[src/rtl/aes_pkg.sv]
// rtl/aes_pkg.sv - shared AES core types and constants
package aes_pkg;

    localparam int AES_NR      = 10;
    localparam int AES_BLOCK_W = 128;
    localparam int AES_RK_NUM  = AES_NR + 1;
    localparam int AES_RK_AW   = 4;

    typedef enum logic [1:0] {
        DEC_IDLE      = 2'd0,
        DEC_LOAD_KEYS = 2'd1,
        DEC_ROUNDS    = 2'd2
    } dec_fsm_e;

endpackage

[src/rtl/aes_round_key_buffer.sv]
// rtl/aes_round_key_buffer.sv - round key register file, one sync write, one comb read
module aes_round_key_buffer
    import aes_pkg::*;
#(
    parameter int DEPTH = AES_RK_NUM,
    parameter int W     = AES_BLOCK_W,
    parameter int AW    = AES_RK_AW
) (
    input  logic          clk_i,
    input  logic          we_i,
    input  logic [AW-1:0] waddr_i,
    input  logic [W-1:0]  wdata_i,
    input  logic [AW-1:0] raddr_i,
    output logic [W-1:0]  rdata_o
);

    logic [W-1:0] mem_q [DEPTH];

    // No reset: every entry is written before it can be read in a decryption.
    always_ff @(posedge clk_i) begin
        if (we_i && (waddr_i <= AW'(DEPTH - 1))) begin
            mem_q[waddr_i] <= wdata_i;
        end
    end

    always_comb begin
        rdata_o = '0;
        if (raddr_i <= AW'(DEPTH - 1)) begin
            rdata_o = mem_q[raddr_i];
        end
    end

endmodule

[src/rtl/aes_decrypt_controller.sv]
// rtl/aes_decrypt_controller.sv - AES-128 inverse cipher sequencer with local round key buffer
module aes_decrypt_controller
    import aes_pkg::*;
#(
    parameter int NR      = AES_NR,
    parameter int BLOCK_W = AES_BLOCK_W
) (
    input  logic               clk,
    input  logic               reset,
    input  logic               start_decryption,
    input  logic [BLOCK_W-1:0] cipher_text,
    input  logic [BLOCK_W-1:0] original_key,
    output logic               start_expansion,
    output logic [3:0]         exp_round,
    output logic [BLOCK_W-1:0] prev_key,
    input  logic               key_valid,
    input  logic [BLOCK_W-1:0] next_key,
    output logic [BLOCK_W-1:0] inv_round_in,
    output logic [BLOCK_W-1:0] inv_round_key,
    output logic               final_round,
    input  logic [BLOCK_W-1:0] inv_round_out,
    output logic               busy,
    output logic [BLOCK_W-1:0] plain_text,
    output logic               finished_decryption
);

    localparam int               RK_AW   = AES_RK_AW;
    localparam logic [RK_AW-1:0] LAST_RK = RK_AW'(NR);

    dec_fsm_e           state_q;
    logic [RK_AW-1:0]   key_idx_q;
    logic [RK_AW-1:0]   round_q;
    logic [BLOCK_W-1:0] cipher_q;
    logic [BLOCK_W-1:0] text_q;
    logic [BLOCK_W-1:0] plain_text_q;
    logic               finished_q;

    logic               buf_we;
    logic [RK_AW-1:0]   buf_waddr;
    logic [RK_AW-1:0]   buf_raddr;
    logic [BLOCK_W-1:0] buf_wdata;
    logic [BLOCK_W-1:0] buf_rdata;

    // The single read port serves the expander while loading and the datapath while decrypting.
    always_comb begin
        buf_we    = 1'b0;
        buf_waddr = '0;
        buf_wdata = '0;
        buf_raddr = '0;
        case (state_q)
            DEC_IDLE: begin
                buf_we    = start_decryption;
                buf_wdata = original_key;
            end
            DEC_LOAD_KEYS: begin
                buf_we    = key_valid;
                buf_waddr = key_idx_q;
                buf_wdata = next_key;
                buf_raddr = key_idx_q - RK_AW'(1);
            end
            DEC_ROUNDS: begin
                buf_raddr = round_q;
            end
            default: begin
                buf_we = 1'b0;
            end
        endcase
    end

    aes_round_key_buffer #(
        .DEPTH (NR + 1),
        .W     (BLOCK_W),
        .AW    (RK_AW)
    ) u_key_buf (
        .clk_i   (clk),
        .we_i    (buf_we),
        .waddr_i (buf_waddr),
        .wdata_i (buf_wdata),
        .raddr_i (buf_raddr),
        .rdata_o (buf_rdata)
    );

    always_ff @(posedge clk) begin
        if (reset) begin
            state_q      <= DEC_IDLE;
            key_idx_q    <= '0;
            round_q      <= '0;
            text_q       <= '0;
            plain_text_q <= '0;
            finished_q   <= 1'b0;
        end else begin
            plain_text_q <= '0;
            finished_q   <= 1'b0;
            case (state_q)
                DEC_IDLE: begin
                    if (start_decryption) begin
                        cipher_q  <= cipher_text;
                        key_idx_q <= RK_AW'(1);
                        state_q   <= DEC_LOAD_KEYS;
                    end
                end
                DEC_LOAD_KEYS: begin
                    if (key_valid) begin
                        key_idx_q <= key_idx_q + RK_AW'(1);
                        // Last key folds the initial AddRoundKey into the load cycle.
                        if (key_idx_q == LAST_RK) begin
                            text_q  <= cipher_q ^ next_key;
                            round_q <= LAST_RK - RK_AW'(1);
                            state_q <= DEC_ROUNDS;
                        end
                    end
                end
                DEC_ROUNDS: begin
                    text_q <= inv_round_out;
                    if (round_q == '0) begin
                        plain_text_q <= inv_round_out;
                        finished_q   <= 1'b1;
                        state_q      <= DEC_IDLE;
                    end else begin
                        round_q <= round_q - RK_AW'(1);
                    end
                end
                default: begin
                    state_q <= DEC_IDLE;
                end
            endcase
        end
    end

    assign start_expansion     = (state_q == DEC_IDLE) && start_decryption;
    assign exp_round           = (state_q == DEC_LOAD_KEYS) ? key_idx_q : 4'd0;
    assign prev_key            = (state_q == DEC_LOAD_KEYS) ? buf_rdata : '0;
    assign inv_round_in        = (state_q == DEC_ROUNDS) ? text_q : '0;
    assign inv_round_key       = (state_q == DEC_ROUNDS) ? buf_rdata : '0;
    assign final_round         = (state_q == DEC_ROUNDS) && (round_q == '0);
    assign busy                = (state_q != DEC_IDLE);
    assign plain_text          = plain_text_q;
    assign finished_decryption = finished_q;

endmodule

[config.mk]
export PLATFORM = sky130hd
export DESIGN_NAME = aes_decrypt_controller
export DESIGN_NICKNAME = d
export VERILOG_FILES = /design/src/rtl/aes_pkg.sv /design/src/rtl/aes_round_key_buffer.sv /design/src/rtl/aes_decrypt_controller.sv
export SDC_FILE = /design/constraint.sdc
export NUM_CORES = 2
export LEC_CHECK = 0
export BUFFER_PORTS_ARGS = -buffer_cell sky130_fd_sc_hd__buf_2
export CORE_MARGIN = 4
export CORE_UTILIZATION = 25
export DETAILED_ROUTE_END_ITERATION = 10
export PLACE_DENSITY_LB_ADDON = 0.15
export SETUP_SLACK_MARGIN = 0.2
export SLEW_MARGIN = 0
export SYNTH_ARGS = -nofsm -noshare
export SYNTH_HDL_FRONTEND = slang
export SYNTH_SLANG_ARGS = --single-unit
[constraint.sdc]
create_clock -name clk -period 23.6 [get_ports clk]
set_clock_uncertainty 0.05 [all_clocks]
set_input_delay 7.08 -clock clk [delete_from_list [all_inputs] [get_ports clk]]
set_output_delay 7.08 -clock clk [all_outputs]
set_load 0.02 [all_outputs]
==> results.md <==
* Actual slew at the worst max-slew pin at 1.12 ns
* Static Leak at 31.9 nW
* Yosys reg bits at 1803
* Peak supply drop at 0.000125 V
* Fin. max-slew vios at 0
* Fin Hold WS at 0.394 ns
* Commonest non-fill, non-tap cell in the layout: edfxtp_1
* Total power at 10.7 mW
* Synth Flop Type: edfxtp_1
* Vias per inst at 4.80
* CTS buffer count at 214
* Crit start category: input port
* EDFF count, synth at 1536
* R2R depth at 8
* Total track usage at 17.9%
* Final net count at 6878
* CTS Buffer Depth at 4
* # IOs at 1036
* CP peak stage delay at 0.17 ns
* CP bufs+invs at 3
* Outcome: completed
* Via count at 50231
* Syn. warnings at 0
* Drt initial violations at 3454
* CTS sink cnt at 1803
* Share of cells above drive strength 1 at 22.7%
* Port bufs at 1035
* Cell area after synthesis at 74000 um2
* Pwr dens at 119 nW/um2
* # setup viols final at 0
* Asr flop ratio synth at 0%
* R2R Setup Slk at 18.61 ns
* Mapped Cells at 5461
* Final Hold Vio Count at 0
* Core area at 294000 um2
* GPL Wtd Cong at 0.832
* Clk root buf: clkbuf_16
* Post-CTS setup buffers at 0
* Kind of critical path: in2out
* Hold_sp: text_q[54]$_SDFFE_PP0P_
* Slew Limit Headroom at 24.3%
* Die Ht at 552 um
* Commonest cells after routing, fill and taps aside: edfxtp_1, buf_2, nand2_1, a21oi_1, dfxtp_1
* H-tree depth at 4
* Area Growth Syn to Fin at 22.2%
* Crit-path most repeated cell: buf_2
* Clock period minus final worst setup slack at 14.78 ns
* WL final at 285 mm
* DP HPWL at 178 mm
* Critical Path RT at 16.47 ns
* CTS clk-pin slew, worst paths at 0.06 ns
* Yosys cell types at 50
* Unrepaired setup endpoints after global routing: false
* Critical path endpoint category: output port
* Largest net degree at the start of global routing at 155
* Arr. time, crit path at 7.65 ns
* Routed Antenna Nets at 0
* Max Freq at 67.6 MHz
* Avg WL per Cell at 27.2 um
* DR pass1 iterations at 5
* Worst r2r src: state_q[1]$_SDFFE_PP0P_
* Clock Latency Late Sink at 0.87 ns
* Final period util at 62.6%
* Hold WC Path Type: reg2reg
* Max-cap viol count at 0
* Crit path max-delay family: buffers and inverters
* Slowest CP cell: buf_2
* DIE AREA at 305000 um2
* TritonCTS clock tree: done
* Crit-path max FO at 7
* Setup TNS at 0 ns
* Hold depth at 2
* Post-cts sizing count at 0
* Vias in the first global route at 51155
* CTS Hold Buffers Added at 0
* Grt total ovfl at 0
* Reg-to-Reg End: u_key_buf.mem_q[4][54]$_DFFE_PP_
* Initial core utilization at 25.1%
* Global-route wire length before repair at 395 mm
* Row cnt at 199
* Initial antenna violation count at 25
* Synthesized area per cell at 13.5 um2
* Sequential area share after synthesis at 69.6%
* Die width at 552 um
* DRC at 0
* Post-synth net total at 5984
* Cells along the critical path: buf_2 > nand2_1 > inv_1 > buf_2
* Hold endpoint: text_q[54]$_SDFFE_PP0P_
-- worst reg2reg max path, stage by stage (launching register included) --
cell and delay [ns]:
dfxtp_1 0.35, inv_1 0.15, ha_4 0.31, buf_4 0.58, a22oi_1 0.22, or3b_2 0.62, nor2_4 0.50, buf_4 0.84
buf_4 0.89
-- flip-flops by register name (all words and copies together) (netlist names) --
| signal | count |
|---|---|
| u_key_buf.mem_q | 1408 |
| cipher_q | 128 |
| plain_text | 128 |
| text_q | 128 |
| key_idx_q | 4 |
| round_q | 4 |
| state_q | 2 |
| finished_decryption | 1 |
-- per-stage QoR --
stage               setup slack (ns)  std cells  area [um2]  utilization [%]
floorplan                       6.21       5461       74000                -
global placement                8.82      10058       83400             28.3
detailed placement              8.82      10058       83400             28.3
CTS                             8.82      10452       90400             30.7
global route                    8.79      10454       90400             30.7
finish                          8.82      10458       90400             30.7
-- final cells by class --
type                            instances  area (um2)
Antenna cell                            6        15.0
Clock buffer                          275        5780
Clock inverter                        119        1220
Fill cell                           29995      204000
Inverter                              140         526
Multi-Input combinational cell       3058       20400
Sequential cell                      1803       51500
Tap cell                             3919        4900
Timing Repair Buffer                 1138        6080
-- power by group --
group | internal, mW | leakage (nW) | total, mW | switching (mW)
Clock | 1.96 | 3.42 | 3.33 | 1.38
Sequential | 4.03 | 16.2 | 4.11 | 0.0860
Combinational | 0.885 | 12.3 | 3.27 | 2.38
-- per-layer routing --
metal | share of wire (%) | vias to the layer above | track usage (%)
li1 | - | 22586 | -
met1 | 42 | 25671 | 22.1
met2 | 49 | 1592 | 31.3
met3 | 6.1 | 374 | 3.73
met4 | 2.9 | 8 | 5.24
met5 | 0.016 | - | 0
-- cells in the mapped netlist (7+ instances only) --
master / instances / area [um2]
a211o_1: 128 / 1120
a21boi_0: 144 / 1080
a21boi_1: 240 / 1800
a21oi_1: 395 / 1980
a221o_1: 257 / 2570
a22o_1: 128 / 1120
a32oi_1: 128 / 1120
and2_1: 261 / 1630
buf_1: 13 / 48.8
buf_2: 101 / 505
clkbuf_1: 340 / 1280
dfxtp_1: 267 / 5350
edfxtp_1: 1536 / 46100
ha_1: 7 / 87.6
inv_1: 140 / 526
mux2i_1: 129 / 1290
nand2_1: 780 / 2930
nor2_1: 20 / 75.1
o21ai_0: 135 / 676
o221ai_1: 128 / 1120
xnor2_1: 128 / 1120
-- how the worst max path moves through the flow --
stage	cells after the start	to	start
6_report	4	start_expansion	start_decryption
3_3_place_gp	4	start_expansion	start_decryption
2_1_floorplan	4	u_key_buf.mem_q[5][0]$_DFFE_PP_	key_valid
5_1_grt	4	start_expansion	start_decryption
3_5_place_dp	4	start_expansion	start_decryption
4_1_cts	4	start_expansion	start_decryption
-- cell families (layout without fill, tap and decap cells) --
logic type      Yosys count  after routing  share of synthesized area [%]
mux                     129            129                           1.75
compound gates         1701           1701                           17.3
buf+inv                 600           1672                           3.25
xor+xnor                131            131                           1.55
other cells               0              6                              0
simple gates           1090           1090                           6.51
fa+ha+maj                 7              7                          0.118
flops                  1803           1803                           69.6
No activity file was read; power rests on OpenSTA's default activity.
